<file path="src/rtl/centroid_finder.sv">
// centroid_finder
//   Tracks the camera raster (col/row) from the decoder sync bits, accumulates
//   the column sum, row sum and count of pixels at or above THRESH, and at each
//   field start divides both sums by the count with a serial restoring divider.
//   The resulting centre (cx, cy) is held until the next result.
//
// Ports
//   vclk   : video clock, sole clock
//   reset  : asynchronous active-low reset
//   fvh    : {field, vsync, hsync} from the decoder
//   dv     : pixel data valid
//   pixel  : 8-bit pixel value
//   cx/cy  : centroid column/row, clamped to X_MAX/Y_MAX
//   count  : qualifying pixels in the last completed field
//   found  : last result had count >= MIN_COUNT
//   valid  : one-cycle pulse when cx/cy/count/found update
//   busy   : divider running
module centroid_finder #(
    parameter logic [7:0]  THRESH    = 8'hFF,
    parameter logic [9:0]  COL_START = 10'd0,
    parameter logic [9:0]  ROW_START = 10'd0,
    parameter logic [19:0] MIN_COUNT = 20'd16,
    parameter logic [10:0] X_MAX     = 11'd524,
    parameter logic [9:0]  Y_MAX     = 10'd524
) (
    input  logic        vclk,
    input  logic        reset,
    input  logic [2:0]  fvh,
    input  logic        dv,
    input  logic [7:0]  pixel,
    output logic [10:0] cx,
    output logic [9:0]  cy,
    output logic [19:0] count,
    output logic        found,
    output logic        valid,
    output logic        busy
);

    typedef enum logic [1:0] {
        IDLE = 2'd0,
        DIV  = 2'd1,
        DONE = 2'd2
    } state_t;

    // One restoring-division step: shift the next dividend bit into the
    // remainder, subtract the divisor when it fits. Returns {rem_next, qbit}.
    // The true difference is below the divisor, so a 20-bit subtract is exact.
    function automatic logic [20:0] div_step(input logic [19:0] rem,
                                             input logic        nb,
                                             input logic [19:0] dvs);
        logic [20:0] sh;
        logic [19:0] diff;
        sh   = {rem, nb};
        diff = sh[19:0] - dvs;
        if ((dvs != 20'd0) && (sh >= {1'b0, dvs}))
            return {diff, 1'b1};
        else
            return {sh[19:0], 1'b0};
    endfunction

    // ------------------------------------------------------------------
    // Raster counters, qualification and accumulators
    // ------------------------------------------------------------------
    // col is one bit wider than its start value so it can park at 1024
    // on overlong lines instead of wrapping back into the image.
    logic [10:0] col_q, col_d;
    logic [9:0]  row_q, row_d;
    logic        fvh2_q, fvh2_d;
    logic [29:0] sum_x_q, sum_x_d;
    logic [29:0] sum_y_q, sum_y_d;
    logic [19:0] cnt_q, cnt_d;
    logic        q_pix;
    logic        frame_edge;

    assign frame_edge = fvh[2] & ~fvh2_q;
    // Blanking of any kind excludes the pixel; col/row are the pre-update values.
    assign q_pix = ~fvh[2] & ~fvh[1] & ~fvh[0] & dv & (pixel >= THRESH);

    always_comb begin
        col_d  = col_q;
        row_d  = row_q;
        fvh2_d = fvh[2];
        if (!fvh[2]) begin
            if (fvh[0])
                col_d = {1'b0, COL_START};
            else if (!fvh[1] && dv && (col_q < 11'd1024))
                col_d = col_q + 11'd1;

            if (fvh[1])
                row_d = ROW_START;
            else if (fvh[0] && (row_q < 10'd768))
                row_d = row_q + 10'd2;
        end
    end

    always_comb begin
        sum_x_d = sum_x_q;
        sum_y_d = sum_y_q;
        cnt_d   = cnt_q;
        if (frame_edge) begin
            // Totals move into the divider this cycle; start the new field clean.
            sum_x_d = 30'd0;
            sum_y_d = 30'd0;
            cnt_d   = 20'd0;
        end else if (q_pix && (cnt_q != 20'hFFFFF)) begin
            // Sums freeze together with a saturated count so the ratio stays sane.
            sum_x_d = sum_x_q + {19'd0, col_q};
            sum_y_d = sum_y_q + {20'd0, row_q};
            cnt_d   = cnt_q + 20'd1;
        end
    end

    always_ff @(posedge vclk or negedge reset) begin
        if (!reset) begin
            col_q   <= {1'b0, COL_START};
            row_q   <= ROW_START;
            fvh2_q  <= 1'b0;
            sum_x_q <= 30'd0;
            sum_y_q <= 30'd0;
            cnt_q   <= 20'd0;
        end else begin
            col_q   <= col_d;
            row_q   <= row_d;
            fvh2_q  <= fvh2_d;
            sum_x_q <= sum_x_d;
            sum_y_q <= sum_y_d;
            cnt_q   <= cnt_d;
        end
    end

    // ------------------------------------------------------------------
    // Serial divider datapath (both quotients share the divisor)
    // ------------------------------------------------------------------
    state_t      state_q;
    logic [4:0]  bit_idx_q;
    logic [29:0] dvd_x_q, dvd_y_q;   // dividends, consumed MSB first
    logic [19:0] rem_x_q, rem_y_q;
    logic [28:0] quo_x_q, quo_y_q;   // quotient bits so far; last bit comes from step
    logic [19:0] dvs_q;              // latched count, also the reported count
    logic [20:0] step_x, step_y;
    logic [29:0] quo_x_nx, quo_y_nx;
    logic [10:0] cx_nx;
    logic [9:0]  cy_nx;
    logic [10:0] cx_q;
    logic [9:0]  cy_q;
    logic [19:0] count_q;
    logic        found_q, valid_q, busy_q;

    always_comb begin
        step_x   = div_step(rem_x_q, dvd_x_q[29], dvs_q);
        step_y   = div_step(rem_y_q, dvd_y_q[29], dvs_q);
        quo_x_nx = {quo_x_q, step_x[0]};
        quo_y_nx = {quo_y_q, step_y[0]};
        // Clamp on the full-width quotient before narrowing.
        cx_nx    = (quo_x_nx > {19'd0, X_MAX}) ? X_MAX : quo_x_nx[10:0];
        cy_nx    = (quo_y_nx > {20'd0, Y_MAX}) ? Y_MAX : quo_y_nx[9:0];
    end

    // Results are registered on the edge leaving the last DIV cycle, so
    // valid is high during DONE: 31 cycles after the frame_edge cycle.
    always_ff @(posedge vclk or negedge reset) begin
        if (!reset) begin
            state_q   <= IDLE;
            bit_idx_q <= 5'd0;
            dvd_x_q   <= 30'd0;
            dvd_y_q   <= 30'd0;
            rem_x_q   <= 20'd0;
            rem_y_q   <= 20'd0;
            quo_x_q   <= 29'd0;
            quo_y_q   <= 29'd0;
            dvs_q     <= 20'd0;
            cx_q      <= 11'd0;
            cy_q      <= 10'd0;
            count_q   <= 20'd0;
            found_q   <= 1'b0;
            valid_q   <= 1'b0;
            busy_q    <= 1'b0;
        end else begin
            valid_q <= 1'b0;
            if (frame_edge) begin
                // Any state: latch new operands and (re)start. A division in
                // flight is dropped; a DONE cycle has already published.
                state_q   <= DIV;
                bit_idx_q <= 5'd29;
                dvd_x_q   <= sum_x_q;
                dvd_y_q   <= sum_y_q;
                dvs_q     <= cnt_q;
                rem_x_q   <= 20'd0;
                rem_y_q   <= 20'd0;
                quo_x_q   <= 29'd0;
                quo_y_q   <= 29'd0;
                busy_q    <= 1'b1;
            end else begin
                case (state_q)
                    DIV: begin
                        rem_x_q <= step_x[20:1];
                        rem_y_q <= step_y[20:1];
                        quo_x_q <= quo_x_nx[28:0];
                        quo_y_q <= quo_y_nx[28:0];
                        dvd_x_q <= {dvd_x_q[28:0], 1'b0};
                        dvd_y_q <= {dvd_y_q[28:0], 1'b0};
                        if (bit_idx_q == 5'd0) begin
                            state_q <= DONE;
                            busy_q  <= 1'b0;
                            valid_q <= 1'b1;
                            count_q <= dvs_q;
                            found_q <= (dvs_q >= MIN_COUNT);
                            if (dvs_q >= MIN_COUNT) begin
                                cx_q <= cx_nx;
                                cy_q <= cy_nx;
                            end
                        end else begin
                            bit_idx_q <= bit_idx_q - 5'd1;
                        end
                    end
                    DONE:    state_q <= IDLE;
                    default: state_q <= IDLE;
                endcase
            end
        end
    end

    assign cx    = cx_q;
    assign cy    = cy_q;
    assign count = count_q;
    assign found = found_q;
    assign valid = valid_q;
    assign busy  = busy_q;

endmodule

</file>
<file path="config.mk">
export PLATFORM = sky130hd
export DESIGN_NAME = centroid_finder
export DESIGN_NICKNAME = d
export VERILOG_FILES = /design/src/rtl/centroid_finder.sv
export SDC_FILE = /design/constraint.sdc
export NUM_CORES = 1
export LEC_CHECK = 0
export ABC_AREA = 1
export BUFFER_PORTS_ARGS = -buffer_cell sky130_fd_sc_hd__buf_2
export CAP_MARGIN = 15
export CORE_ASPECT_RATIO = 0.5
export CORE_MARGIN = 2
export CORE_UTILIZATION = 63
export DETAILED_ROUTE_END_ITERATION = 10
export PLACE_DENSITY_LB_ADDON = 0.15
export RECOVER_POWER = 100
export SYNTH_ARGS = -nofsm -noshare
export SYNTH_HDL_FRONTEND = slang
export SYNTH_SLANG_ARGS = --single-unit
</file>
<file path="constraint.sdc">
create_clock -name vclk -period 2.44 [get_ports vclk]
set_input_delay 0.122 -clock vclk [delete_from_list [all_inputs] [get_ports vclk]]
set_output_delay 0.122 -clock vclk [all_outputs]
set_load 0.01 [all_outputs]
</file>
==> results.toml, run 1 <==
[grt]
global_route.usage.total = 0.321
vias_in_the_first_global_route = 16800
grt_first_pass_wirelength_um = 83300
global_route.overflow_total = 0
antenna_violations_before_repair = 0
grt_start_max_net_pins = 99

[floorplanning]
pin_count = 58
die_h_um = 127
chipWidth_um = 250
start_util = 0.648
number_of_rows_created_at_floorplan = 44
core-area_sq_um = 29300
die-area_sq_um = 31700

[routing]
drt_drc_violations_left = 0
routed_wirelength_um = 50300
vias = 17600
route.antenna.remaining_nets = 0
detail_route.wl_per_cell_um = 16.5
drt_first_iter_violations = 1445
pre_repair_dr_iteration_count = 6
via_density = 5.77

[synth]
yosys_warnings = 0
synth_area_sq_um = 19000
postSynthCellCount = 2574
synth.distinct_cells = 45
ys_async_sr_fraction = 1.00
post_synth.cell_area_avg_sq_um = 7.39
synth_sequential_area_ratio = 0.434
synth_enable_flop_cells = 0
dominantRegCellSynth = "dfrtp_1"
synth_seq_cells = 330
mappedNetlistNets = 2656

[clock_tree]
clock_tree.root_cell = "clkbuf_16"
postCtsSetupRepairBufs = 0
cts_buffers = 29
clock_tree_from_tritoncts = "done"
clock_insertion_delay_worst_skew_ns = 0.58
clock_tree.buffer_depth = 3
h-tree-depth = 1
cts_num_sinks = 330
cts.clk_slew.worst_paths_ns = 0.06

[sta]
period_minus_slack_ns = 2.30
worst_pin_slew_ns = 1.72
postLayoutSetupSlackWorst_ns = 0.145
timing.final.max_slew_violations = 64
worst_clock_skew_ns = 0.0199
final-hold-violation-count = 0
setup_total_negative_slack_ns = 0
timing.final.setup_violations = 0
setup_repair_after_global_routing_missed_its_margin = "no"
layout_worst_path_cycle_share = 0.941
holdWs_ns = 0.170
fmax_ghz = 0.436
timing.max_slew.rel_slack = -0.147

[worst_setup_path]
r2r-start = "fvh2_q$_DFF_PN0_"
reg2reg_to = "dvd_x_q[27]$_DFFE_PN0P_"
r2r_slack_ns = 0.14
crit_start = "fvh2_q$_DFF_PN0_"
cp.required_ns = 2.86
data_arrival_at_the_endpoint_of_the_critical_path_ns = 2.71
timing.setup.critical_path_class = "flip-flop to flip-flop"
cp-end-kind = "flip-flop"
crit_path_max_fanout = 37
ff2ff_path_depth = 7
critical_path.startpoint_type = "flip-flop"

[finish]
layout_commonest_cell = "nand2_1"
drive_gt1_frac = 0.0640
n_antenna_cell = 0
final_cell_mix = "769 x nand2_1, 351 x inv_1, 329 x dfrtp_1, 184 x nand3_1, 175 x nor2_1"
fillers = 2555
seq_area_sq_um = 8260
multiInputGateArea_sq_um = 9250
num-nets-final = 2724
area_growth_pct = 10.5

[placement]
place_ws_ns = 0.0597
gp_routability_congestion = 0.985
place.detailed.hpwl_um = 35300
port_buffers = 57

[power]
power_per_cell_area_nw_per_um2 = 548
leakage_dissipation_nw = 10.4
ir_worst_vdd_v = 0.000526

[min_path]
hold_depth = 6
timing.hold.worst.class = "input pin to flip-flop"
worst_hold_path.endpoint = "col_q[1]$_DFFE_PN0P_"
hold_path.startpoint = "dv"

[run]
max_cap_viol_count = 1

[run_status]
violations = "capacitance limit, slew limit"
status = "finished with violations"
==> worst max-delay path by stage <==
stage / endpoint / cells past startpoint
CTS: sum_x_q[16]$_DFFE_PN0P_ / 10
detailed placement: sum_x_q[16]$_DFFE_PN0P_ / 10
finish: dvd_x_q[27]$_DFFE_PN0P_ / 7
global route: rem_x_q[8]$_DFFE_PN0P_ / 15
floorplan: sum_x_q[22]$_DFFE_PN0P_ / 9
global placement: count[11]$_DFFE_PN0P_ / 7
==> cells by family after synthesis <==
logic type                 after synthesis  synth area share
AOI/OAI and AO/OA                      359             0.111
xor gates and xnor gates                40            0.0184
adders and majority gates               68            0.0459
buffers and inverters                  450            0.0916
DFF                                    330             0.434
and+or+nand+nor                       1327             0.299
==> flip-flops by register name, indices dropped and copies added (netlist names) <==
| register | flops |
|---|---|
| found | 1 |
| cy | 10 |
| cnt_q | 20 |
| dvd_y_q | 30 |
| count | 20 |
| dvs_q | 20 |
| cx | 11 |
| rem_x_q | 20 |
| rem_y_q | 20 |
| valid | 1 |
| col_q | 11 |
| quo_y_q | 29 |
| sum_x_q | 30 |
| fvh2_q | 1 |
| row_q | 9 |
| busy | 1 |
| state_q | 2 |
| bit_idx_q | 5 |
| dvd_x_q | 30 |
| sum_y_q | 30 |
| quo_x_q | 29 |
==> synthesized netlist by cell type (26+ instances only) <==
cell type  count  area [sq um]
o21ai_0      131           656
o22ai_1       59           369
o211ai_1      26           195
nor2_1       178           668
clkbuf_1      53           199
nand2_1      774          2910
nand4_1       81           507
inv_1        362          1360
nand3_1      186           931
dfrtp_1      330          8260
a21oi_1       71           355
ha_1          65           813
nor3_1        57           285
==> stage by stage <==
stage	cell area [sq um]	utilization	power (mW)	std cells
5_1_grt	21000	0.716	12.0	3046
2_1_floorplan	19000	-	6.68	2574
4_1_cts	20900	0.712	11.6	3045
3_3_place_gp	20000	0.682	7.22	2997
6_report	21000	0.716	11.5	3046
3_5_place_dp	20000	0.682	7.25	2997
==> power breakdown <==
part / total (mW) / switching, mW / internal, mW
logic: 1.37 / 0.954 / 0.417
clock network: 4.37 / 2.04 / 2.33
registers: 5.77 / 0.132 / 5.64
==> routing by layer <==
| metal | share of wire | vias up | global-route usage |
|---|---|---|---|
| met5 | 0 | - | 0 |
| met4 | 0.031 | 0 | 0.102 |
| met3 | 0.060 | 105 | 0.0425 |
| met2 | 0.45 | 567 | 0.524 |
| met1 | 0.46 | 8351 | 0.451 |
| li1 | - | 8562 | - |
==> repair_timing <==
| action | in CTS | in global routing |
|---|---|---|
| setup endpoints to repair | 0 | 106 |
| hold buffers | 4 | 0 |
| gates resized for setup | 0 | 51 |
| hold endpoints to repair | 338 | 0 |
==> cell type report <==
cell class,count,area share
sequential,330,0.393
clock buffer,39,0.0392
timing repair inverter,1,0.000357
tap,391,0.0233
clock inverter,5,0.00137
inverter,369,0.0664
multi-input combinational,1794,0.440
timing repair buffer,117,0.0360
==> critical path, stage by stage, from the launching register on <==
cell and delay (ns):
dfrtp_1 0.40, nor2_4 0.37, inv_1 0.37, nand2_1 0.26, inv_2 0.26, buf_12 0.28
nand2_1 0.08, o221ai_1 0.11
Note: power is estimated with default switching activity, not from simulation.
==> inputs of run 2 (changes only) <==
--- a/config.mk
+++ b/config.mk
@@ -10,7 +10,7 @@
 export CAP_MARGIN = 15
 export CORE_ASPECT_RATIO = 0.5
 export CORE_MARGIN = 2
-export CORE_UTILIZATION = 63
+export CORE_UTILIZATION = 65
 export DETAILED_ROUTE_END_ITERATION = 10
 export PLACE_DENSITY_LB_ADDON = 0.15
 export RECOVER_POWER = 100
==> constraint.sdc (replaced) <==
create_clock -name vclk -period 2.7 [get_ports vclk]
set_input_delay 0.135 -clock vclk [delete_from_list [all_inputs] [get_ports vclk]]
set_output_delay 0.135 -clock vclk [all_outputs]
set_load 0.01 [all_outputs]
==> run 2 against run 1 <==
  * The run still ends with capacitance limit, slew limit left
  * Largest power group unchanged
  * Maximum frequency fell by 9.1%
  * Via count fell by 1.2%
  * Wire length fell by 1.2%
  * Clock skew fell by 0.0076 ns
  * Hold slack got worse by 0.098 ns
  * Worst setup slack improved by 0.030 ns
  * First-iteration DRC count fell by 5.1%
  * Clock power fell by 7.3%
  * Cell count fell by 0.53%
  * Highest routed layer unchanged
  * Critical path depth fell by 2
  * Combinational power fell by 12%
==> results.toml, run 2 (synthesized netlist as in run 1, its figures left out) <==
[clock_tree]
clock_insertion_delay_worst_skew_ns = 0.57
clock_tree.buffer_depth = 3
cts_buffers = 29
cts.clk_slew.worst_paths_ns = 0.07
clock_tree_from_tritoncts = "done"
post_cts_resized = 0
clock_tree.root_cell = "clkbuf_16"
h-tree-depth = 1
cts_num_sinks = 330

[run]
max_cap_viol_count = 1

[finish]
num-nets-final = 2702
drive_gt1_frac = 0.0428
final_cell_mix = "774 x nand2_1, 361 x inv_1, 330 x dfrtp_1, 186 x nand3_1, 181 x nor2_1"
final-instance-count-excl-fill = 3030
layout_commonest_cell = "nand2_1"
postLayoutCoreUtil = 0.714
n_antenna_cell = 0
area_growth_pct = 8.52

[floorplanning]
start_util = 0.658
die_h_um = 125
number_of_rows_created_at_floorplan = 44
core-area_sq_um = 28900
die-area_sq_um = 30700
pin_count = 58
chipWidth_um = 246

[routing]
route.antenna.remaining_nets = 0
via_density = 5.73
drt_drc_violations_left = 0
detail_route.wl_per_cell_um = 16.4
routed_wirelength_um = 49700
drt_first_iter_violations = 1371
vias = 17400
pre_repair_dr_iteration_count = 6

[worst_setup_path]
critical_path_buf_inv_count = 3
cp-end-kind = "flip-flop"
cp.required_ns = 3.16
cp_cell_sequence = "nor2_1, inv_2, buf_4, clkbuf_4, o221ai_1"
crit_path_max_fanout = 70
cp_num_cells = 5
timing.setup.critical_path_class = "flip-flop to flip-flop"
crit_path_top_delay_cell = "nor2_1"
cp_slowest_stage_delay_ns = 0.78
worst_path_dominant_cell_family = "simple AND/OR/NAND/NOR gates"
data_arrival_at_the_endpoint_of_the_critical_path_ns = 2.99
critical_path.startpoint_type = "flip-flop"
ff2ff_path_depth = 5

[sta]
timing.max_slew.rel_slack = -0.182
worst_clock_skew_ns = 0.0123
setup_total_negative_slack_ns = 0
fmax_ghz = 0.396
layout_worst_path_cycle_share = 0.935
postLayoutSetupSlackWorst_ns = 0.174
setup_repair_after_global_routing_missed_its_margin = "no"
worst_pin_slew_ns = 1.77
period_minus_slack_ns = 2.53
timing.final.max_slew_violations = 64
final-hold-violation-count = 0
timing.final.setup_violations = 0

[grt]
grtUsageMet1 = 0.461
grt_util_met3 = 0.0459
global_route.overflow_total = 0
antenna_violations_before_repair = 0
global_route.usage.total = 0.328
grt_first_pass_wirelength_um = 82100
grt_most_used_layer = "met2"
grt_start_max_net_pins = 99
gr-usage-met2 = 0.538
vias_in_the_first_global_route = 16600

[min_path]
timing.hold.worst.class = "input pin to flip-flop"
hold_depth = 5

[power]
power.net_switching_mw = 2.83
sw_frac_of_total = 0.271
power_per_cell_area_nw_per_um2 = 507
ir_worst_vdd_v = 0.000502
p_clk_frac = 0.387
cellInternalPower_mw = 7.64
fin_total_pwr_mw = 10.5
share_seq_of_total_power = 0.498
leakage_dissipation_nw = 10.3
combPwrFrac = 0.115

[placement]
gp_routability_congestion = 0.969
place_ws_ns = 0.254
place.detailed.hpwl_um = 34700
port_buffers = 57
cell_count_post_placement = 2975

[run_status]
violations = "capacitance limit, slew limit"
status = "finished with violations"
## run 2: cell count changes in the layout (fill, tap and decap cells not counted), moves of 5 or more
cell,delta
ha_1,+19
buf_4,-9
inv_2,-8
o21ai_0,+8
inv_1,+10
ha_4,-15
nor2_1,+6
o21ai_1,-8
nand2_1,+5
## run 2: metrics by stage
stage | hold WS, ns | instance area [sq um]
2_1_floorplan | -0.161 | 19000
3_3_place_gp | 0.116 | 19800
3_5_place_dp | 0.121 | 19800
4_1_cts | 0.0487 | 20700
5_1_grt | 0.147 | 20600
6_report | 0.0725 | 20600
## run 2: worst reg2reg max path: cells and delay by family (launching register included)
kind	cells	cell delay (ns)
AND/OR/NAND/NOR	1	0.78
flip-flops	1	0.37
buffers and inverters	3	0.79
AO/OA/AOI/OAI	1	0.48
## run 2: area by class of cell
type	count	area (sq um)
Clock buffer	43	858
Tap cell	391	489
Clock inverter	7	38.8
Multi-Input combinational cell	1794	8990
Sequential cell	330	8260
Inverter	369	1390
Fill cell	2422	8270
Timing Repair Buffer	96	606
## run 2: repair_timing
item                                   in CTS  in global routing
setup buffers                               0                  0
endpoints found under the hold margin      77                  0
hold buffers                                4                  0
## run 2: metal layers
metal	vias up	wire length, um
met2	507	23100
met3	85	2590
met4	0	1170
met5	-	0
met1	8260	22800
li1	8515	-
## run 2: path summary, 6_finish.rpt
path / startpoint / endpoint / slack [ns]
setup / recovery: fvh2_q$_DFF_PN0_ / dvd_x_q[12]$_DFFE_PN0P_ / 0.17
hold reg to reg: cx[6]$_DFFE_PN0P_ / cx[6]$_DFFE_PN0P_ / 0.48
setup reg to reg: fvh2_q$_DFF_PN0_ / dvd_x_q[12]$_DFFE_PN0P_ / 0.17
min in group asynchronous: reset / dvd_x_q[8]$_DFFE_PN0P_ / 0.55
hold / removal: dv / col_q[1]$_DFFE_PN0P_ / 0.07
max in group asynchronous: reset / sum_y_q[15]$_DFFE_PN0P_ / 0.60
## run 2: power groups by stage
stage	Sequential (mW)	Clock (mW)	Combinational, mW
6_report	5.22	4.05	1.20
5_1_grt	5.23	4.30	1.36
4_1_cts	5.21	4.09	1.23
3_5_place_dp	5.30	0	1.22
3_3_place_gp	5.30	0	1.21
2_1_floorplan	5.32	0	0.722
==> inputs of run 3 (changes only) <==
--- a/config.mk
+++ b/config.mk
@@ -7,11 +7,12 @@
 export LEC_CHECK = 0
 export ABC_AREA = 1
 export BUFFER_PORTS_ARGS = -buffer_cell sky130_fd_sc_hd__buf_2
-export CAP_MARGIN = 15
+export CAP_MARGIN = 10
 export CORE_ASPECT_RATIO = 0.5
 export CORE_MARGIN = 2
-export CORE_UTILIZATION = 65
+export CORE_UTILIZATION = 45
 export DETAILED_ROUTE_END_ITERATION = 10
+export MAX_ROUTING_LAYER = met4
 export PLACE_DENSITY_LB_ADDON = 0.15
 export RECOVER_POWER = 100
 export SYNTH_ARGS = -nofsm -noshare
==> run 3 against run 2 <==
  * Wire length grew 5.4%
  * Critical path type unchanged
  * Clock skew grew 0.014 ns
  * Sequential share of layout area shrank 0.76 points
  * The run still ends with capacitance limit, slew limit left
==> results.toml, run 3 (synthesized netlist as in run 1, its figures left out) <==
[clock_tree]
clock_insertion_delay_worst_skew_ns = 0.59
clock_tree_from_tritoncts = "done"
clock_tree.root_cell = "clkbuf_16"
cts_num_sinks = 330
h-tree-depth = 1
clock_tree.buffer_depth = 3
cts_buffers = 31
cts.clk_slew.worst_paths_ns = 0.07

[worst_setup_path]
worst_path_most_repeated_cell = "nand3_1"
cp.required_ns = 3.18
critical_path.startpoint_type = "flip-flop"
data_arrival_at_the_endpoint_of_the_critical_path_ns = 2.96
timing.setup.critical_path_class = "flip-flop to flip-flop"
critical_path_buf_inv_count = 0
cp_slowest_stage_delay_ns = 0.47
r2r_slack_ns = 0.22
worst_path_dominant_cell_family = "simple AND/OR/NAND/NOR gates"
cp_cell_sequence = "ha_1, fa_1, nand3_1, nand3_1, nand3_1, nand3_1, nand2_1, o21ai_0, nand2_1, nor2_1"
ff2ff_path_depth = 10
reg2reg_to = "sum_x_q[16]$_DFFE_PN0P_"
cp-end-kind = "flip-flop"
crit_path_top_delay_cell = "dfrtp_1"
r2r-start = "col_q[0]$_DFFE_PN0P_"
crit_path_max_fanout = 6

[grt]
global_route.usage.total = 0.252
gr-usage-met2 = 0.399
grt_start_max_net_pins = 99
grt_util_met3 = 0.0265
grtUsageMet1 = 0.354
grt_most_used_layer = "met2"
vias_in_the_first_global_route = 16600
global_route.overflow_total = 0
grt_first_pass_wirelength_um = 87300
antenna_violations_before_repair = 0

[power]
ir_worst_vdd_v = 0.000492
power.net_switching_mw = 2.98
cellInternalPower_mw = 8.11
combPwrFrac = 0.108
power_per_cell_area_nw_per_um2 = 527
leakage_dissipation_nw = 10.4
sw_frac_of_total = 0.269
share_seq_of_total_power = 0.471
p_clk_frac = 0.421

[min_path]
worst_hold_path.endpoint = "col_q[1]$_DFFE_PN0P_"
timing.hold.worst.class = "input pin to flip-flop"
hold_path.startpoint = "dv"
hold_depth = 5

[sta]
fmax_ghz = 0.403
holdWs_ns = 0.0800
period_minus_slack_ns = 2.48
worst_clock_skew_ns = 0.0259
setup_total_negative_slack_ns = 0
final-hold-violation-count = 0
layout_worst_path_cycle_share = 0.920
timing.final.max_slew_violations = 38
setup_repair_after_global_routing_missed_its_margin = "no"
worst_pin_slew_ns = 2.07
timing.final.setup_violations = 0
timing.max_slew.rel_slack = -0.377

[routing]
detail_route.wl_per_cell_um = 16.3
vias = 17100
via_density = 5.29
routed_wirelength_um = 52400
drt_first_iter_violations = 1248
route.antenna.remaining_nets = 0
pre_repair_dr_iteration_count = 5
drt_drc_violations_left = 0

[floorplanning]
pin_count = 58
number_of_rows_created_at_floorplan = 53
die_h_um = 149
core-area_sq_um = 41800
start_util = 0.454
chipWidth_um = 295
die-area_sq_um = 44000

[run_status]
violations = "capacitance limit, slew limit"
status = "finished with violations"

[finish]
drive_gt1_frac = 0.0446
seq_area_sq_um = 8260
n_antenna_cell = 0
num-nets-final = 2706
final_cell_mix = "775 x nand2_1, 360 x inv_1, 330 x dfrtp_1, 186 x nand3_1, 180 x nor2_1"
fillers = 4202
multiInputGateArea_sq_um = 8980
layout_commonest_cell = "nand2_1"
area_growth_pct = 10.6

[placement]
port_buffers = 57
place.detailed.hpwl_um = 37000
gp_routability_congestion = 0.939

[run]
max_cap_viol_count = 1
run 3: how the worst max path moves through the flow:
stage               cells after the start                 endpoint  slack (ns)                  start
floorplan                               9  sum_x_q[22]$_DFFE_PN0P_        0.70   col_q[0]$_DFFE_PN0P_
detailed placement                     12   sum_x_q[3]$_DFFE_PN0P_        0.14   cnt_q[0]$_DFFE_PN0P_
global placement                       12   sum_x_q[6]$_DFFE_PN0P_        0.15   cnt_q[0]$_DFFE_PN0P_
CTS                                    12   sum_x_q[3]$_DFFE_PN0P_        0.12   cnt_q[0]$_DFFE_PN0P_
global route                           15   rem_x_q[7]$_DFFE_PN0P_       0.005  dvs_q[11]$_DFFE_PN0P_
finish                                 10  sum_x_q[16]$_DFFE_PN0P_        0.22   col_q[0]$_DFFE_PN0P_
run 3: metrics by stage:
step | cell area [sq um] | utilization | power, mW | std cells | worst slack, ns
5_1_grt | 21000 | 0.502 | 11.6 | 3224 | 0.00474
2_1_floorplan | 19000 | - | 6.04 | 2574 | 0.703
4_1_cts | 21200 | 0.506 | 11.2 | 3224 | 0.121
6_report | 21000 | 0.502 | 11.1 | 3224 | 0.217
3_3_place_gp | 20100 | 0.480 | 6.54 | 3164 | 0.147
3_5_place_dp | 20100 | 0.480 | 6.54 | 3164 | 0.143
run 3: worst register-to-register path: stages (launching register included):
cell,delay (ns)
dfrtp_1,0.47
ha_1,0.32
fa_1,0.46
nand3_1,0.11
nand3_1,0.22
nand3_1,0.14
nand3_1,0.24
nand2_1,0.22
o21ai_0,0.09
nand2_1,0.06
nor2_1,0.06
run 3: timing repair:
item                                    CTS  global route
resized for setup                         0             3
endpoints found under the setup margin    0            14
endpoints found under the hold margin   340             0
buffers inserted                          0             0
hold buffers                              4             0
run 3: final cells by class:
cell class              count  share of cell area
multi-input cells        1794               0.427
flip-flops and latches    330               0.393
inverters                 369              0.0662
clock buffers              43              0.0419
well taps                 577              0.0343
repair buffers             98              0.0289
clock inverters            13             0.00857
run 3: power by group through the flow:
| stage | Clock (mW) | Sequential, mW | Combinational, mW |
|---|---|---|---|
| detailed placement | 0 | 5.30 | 1.24 |
| global route | 4.97 | 5.23 | 1.37 |
| finish | 4.67 | 5.22 | 1.20 |
| CTS | 4.78 | 5.21 | 1.25 |
| global placement | 0 | 5.31 | 1.23 |
| floorplan | 0 | 5.32 | 0.722 |
run 3: per-layer routing:
metal	routed length (um)	vias to the layer above
met3	2230	59
met1	26000	8159
met2	23400	345
met5	0	-
li1	-	8506
met4	856	0
